===== config.mk =====
export PLATFORM = sky130hd
export DESIGN_NAME = cond_logic
export DESIGN_NICKNAME = d
export VERILOG_FILES = /design/src/rtl/cond_logic.sv
export SDC_FILE = /design/constraint.sdc
export NUM_CORES = 1
export LEC_CHECK = 0
export ABC_AREA = 1
export BUFFER_PORTS_ARGS = -buffer_cell sky130_fd_sc_hd__buf_2
export CAP_MARGIN = 20
export CORE_AREA = 2 2 39 41
export CTS_BUF_LIST = sky130_fd_sc_hd__clkbuf_16
export DETAILED_ROUTE_END_ITERATION = 10
export DIE_AREA = 0 0 41 43
export PLACE_DENSITY = 0.6
export SLEW_MARGIN = 20
export SYNTH_ARGS = -nofsm -noshare
export SYNTH_HDL_FRONTEND = slang
export SYNTH_SLANG_ARGS = --single-unit

===== constraint.sdc =====
create_clock -name clk -period 1.3 [get_ports clk]
set_input_delay 0 -clock clk [delete_from_list [all_inputs] [get_ports clk]]
set_output_delay 0 -clock clk [all_outputs]
set_load 0.05 [all_outputs]

===== src/rtl/cond_logic.sv =====
// Conditional-execution unit that sits after the ALU.
// Holds the architectural N/Z/C/V flags, evaluates the instruction condition
// against them and gates the decoder write strobes. A failed condition leaves
// no side effect.
module cond_logic #(
  parameter logic [3:0] FLAG_RESET   = 4'b0000,
  parameter logic       COND_NV_EXEC = 1'b0
) (
  input  logic       clk,
  input  logic       reset_n,
  input  logic [3:0] ALUFlags,
  input  logic [3:0] Cond,
  input  logic [1:0] FlagW,
  input  logic       PCS,
  input  logic       RegW,
  input  logic       MemW,
  input  logic       NoWrite,
  output logic       PCSrc,
  output logic       RegWrite,
  output logic       MemWrite,
  output logic       CondEx,
  output logic [3:0] Flags
);

  // NZ and CV are separate registers so a logical op with S can update N,Z
  // and leave C,V alone.
  logic [1:0] nz_q, nz_d;
  logic [1:0] cv_q, cv_d;
  logic [1:0] flag_write;
  logic       cond_pass;

  // Evaluate an ARM condition code against a {N,Z,C,V} flag set.
  function automatic logic eval_cond(input logic [3:0] cond, input logic [3:0] f);
    logic n, z, c, v;
    logic res;
    n = f[3];
    z = f[2];
    c = f[1];
    v = f[0];
    case (cond)
      4'b0000: res = z;
      4'b0001: res = ~z;
      4'b0010: res = c;
      4'b0011: res = ~c;
      4'b0100: res = n;
      4'b0101: res = ~n;
      4'b0110: res = v;
      4'b0111: res = ~v;
      4'b1000: res = c & ~z;
      4'b1001: res = ~c | z;
      4'b1010: res = (n == v);
      4'b1011: res = (n != v);
      4'b1100: res = ~z & (n == v);
      4'b1101: res = z | (n != v);
      4'b1110: res = 1'b1;
      default: res = COND_NV_EXEC;
    endcase
    return res;
  endfunction

  // Condition check on the registered flags only; everything is held off
  // while reset is asserted.
  always_comb begin
    cond_pass  = eval_cond(Cond, {nz_q, cv_q}) & reset_n;
    flag_write = FlagW & {2{cond_pass}};
    CondEx     = cond_pass;
    PCSrc      = PCS & cond_pass;
    RegWrite   = RegW & cond_pass & ~NoWrite;
    MemWrite   = MemW & cond_pass;
    Flags      = {nz_q, cv_q};
  end

  // Next-state for the two flag halves: load from the ALU when enabled, else hold.
  always_comb begin
    nz_d = nz_q;
    cv_d = cv_q;
    if (flag_write[1]) nz_d = ALUFlags[3:2];
    if (flag_write[0]) cv_d = ALUFlags[1:0];
  end

  // Flag register with asynchronous reset to FLAG_RESET.
  always_ff @(posedge clk or negedge reset_n) begin
    if (!reset_n) begin
      nz_q <= FLAG_RESET[3:2];
      cv_q <= FLAG_RESET[1:0];
    end else begin
      nz_q <= nz_d;
      cv_q <= cv_d;
    end
  end

endmodule

==> results.cfg <==
[drt]
drt_pass1_iterations = 3
drt_first_iter_violations = 2
wl_mm = 1.238
num_vias = 572
drcViolationCount = 0
drt.antenna.violating_nets = 0
detail_route.wl_per_cell_um = 9.984
viasPerCell = 4.613

[sta]
clock.fmax_ghz = 0.6393
layout_min_cycle_time_ns = 1.564
holdWs_ns = 0.02358
rsz0062_at_grt = true
slew_viol_final = 0
setup_violations = 8
worst_slew_margin_rel = 0.8357
tightest_slew_ns = 0.2481
timing.final.crit_share = 1.203
fin_ws_ns = -0.2642
skew_ns = 0.003111
final-hold-violation-count = 0

[setup_path]
crit_arrival_ns = 1.56
worstPathMaxFanout = 4
crit_buf_inv = 2
crit_family = simple AND/OR/NAND/NOR gates
crit_chain = inv_2, nand2_2, nand2_2, nand2_2, nand2_1, nand2_1, nand2_1, nor2_2, nand2_4, nand2_8, nor3_4, buf_6
cp-end-kind = output port
max_stage_delay_ns = 0.42
cp_slowest_cell = dfrtp_2
start_kind = register
criticalPathCategory = reg2out
crit_required_ns = 1.30

[clocking]
clock_sinks = 4
cts-root-buf = clkbuf_16
htreeDepth = 1
cts_made_buffers = 3
cts.clk_slew.worst_paths_ns = 0.03
clk_latency_ns = 0.23
tritoncts = yes
clock_tree.buffer_depth = 2

[synth]
yosysSeqAreaShare = 0.2305
synth_fp_nets = 91
synth.avg_cell_area_um2 = 5.789
synth-seq-cells = 4
synthCells = 75
yosys_warnings = 0
synthesis.area_um2 = 434.2
netlist-cell-type-count = 15

[global_routing]
grt_pass1_wl_mm = 1.973
antenna_found_initial = 0
grt_max_degree = 9
grt_pass1_vias = 495
track_usage = 0.1694
grt_overflow = 0

[cells_and_area]
synthToLayoutAreaGrowth_pct = 80.12
antenna_cells = 0
final_cell_mix = 24 x nand2_1, 19 x buf_2, 7 x nand3_1
drive_above_1_share = 0.5185
final_common_cell = nand2_1
layout.nets = 126

[power_and_ir_drop]
pwr-share-comb = 0.557
internal-power_uw = 931.6
peakVddDrop_v = 0.001291
p_switching_uw = 767.8
swShare = 0.4518
seq_power_share = 0.159
pwr_density_cell_mw_per_mm2 = 2173
p_leak_nw = 0.4229
clkPwrFrac = 0.284

[min_path]
hold_class = in2reg

[run]
drv_cap = 0

[die]
ioPinCount = 24
die_area_mm2 = 0.001763
fp-row-count = 14
start_util = 0.3137
dieWidth_um = 41
coreArea_mm2 = 0.001384
die_y_um = 43

[outcome]
violations = negative setup slack
status = complete, but fails checks

[place]
gp_congestion = 0.7053
post-place-ws_ns = -0.1513
portBuffers = 23
hpwl_um = 927.3
## worst paths after layout
kind	startpoint	endpoint	slack (ns)	cells after the start
worst max register to register	cv_q[0]	cv_q[1]	-0.22	13
worst max-delay path	cv_q[0]	RegWrite	-0.26	12
worst min-delay path	ALUFlags[2]	nz_q[0]	0.02	3
max in group asynchronous	reset_n	cv_q[1]	0.79	2
min in group asynchronous	reset_n	nz_q[0]	0.32	2
worst min register to register	nz_q[1]	nz_q[1]	0.62	3
## area by class of cell
type,instances,area [um2]
inverter,12,45.04
multi-input combinational,59,337.8
sequential,4,105.1
tap,16,20.02
clock buffer,3,75.07
timing repair buffer,30,198.9
fill,124,601.8
## repair_timing
action                                  CTS  global route
endpoints found under the setup margin    8             8
hold buffers                              1             0
pin swaps                                 3             3
endpoints found under the hold margin     4             0
buffers inserted                          1             0
gates resized for setup                  10             1
## per-stage QoR
stage                       util  cells  setup TNS (ns)  power (mW)  cell area [um2]
final                     0.5651    124          -1.752       1.699            782.0
after global routing      0.5651    124          -2.715       1.800            782.0
after CTS                 0.5615    124          -1.827       1.700            777.0
after detailed placement  0.4675    119         -0.7054       1.144            646.9
after global placement    0.4675    119         -0.6202       1.129            646.9
after floorplan                -     75         -0.9939      0.8618            474.2
## power groups by stage
stage          Clock, mW  Sequential (mW)  Combinational, mW
4_1_cts            0.487            0.271              0.942
5_1_grt            0.497            0.281               1.02
6_report           0.482            0.270              0.947
3_3_place_gp           0            0.269              0.860
2_1_floorplan          0            0.485              0.377
3_5_place_dp           0            0.272              0.871
## synthesized netlist by cell type
| cell | n | area share |
|---|---|---|
| nand2_1 | 26 | 0.22 |
| inv_1 | 9 | 0.078 |
| nand3_1 | 8 | 0.092 |
| nor2_1 | 8 | 0.069 |
| dfrtp_1 | 4 | 0.23 |
| nand4_1 | 4 | 0.058 |
| inv_2 | 3 | 0.026 |
| nand2_2 | 3 | 0.043 |
| a21oi_1 | 2 | 0.023 |
| nand3_2 | 2 | 0.046 |
| nand3b_1 | 2 | 0.035 |
| nand2_4 | 1 | 0.026 |
| nor2_2 | 1 | 0.014 |
| nor3_1 | 1 | 0.012 |
| nor3_2 | 1 | 0.023 |
## registers in the layout (all words and copies together) (netlist names)
| name | cells |
|---|---|
| cv_q | 2 |
| nz_q | 2 |
## logic make-up (layout without fill, tap and decap cells)
logic type	after synthesis	in the layout	synth area share
DFF	4	4	0.2306
AOI/OAI and AO/OA	2	2	0.02306
buffers and inverters	12	45	0.1037
and+or+nand+nor	57	57	0.6426
## layer usage
metal  share of wire  global-route usage  wire length (um)
met3           0.065             0.03141                81
met1            0.39              0.1857               482
met2            0.52              0.2813               645
met4           0.023              0.1000                28
met5               0                   0                 0
## worst min-delay path: stages
cell     delay, ns
buf_2         0.09
nand4_1       0.07
nand2_1       0.05
(Power assumes the default switching activity.)
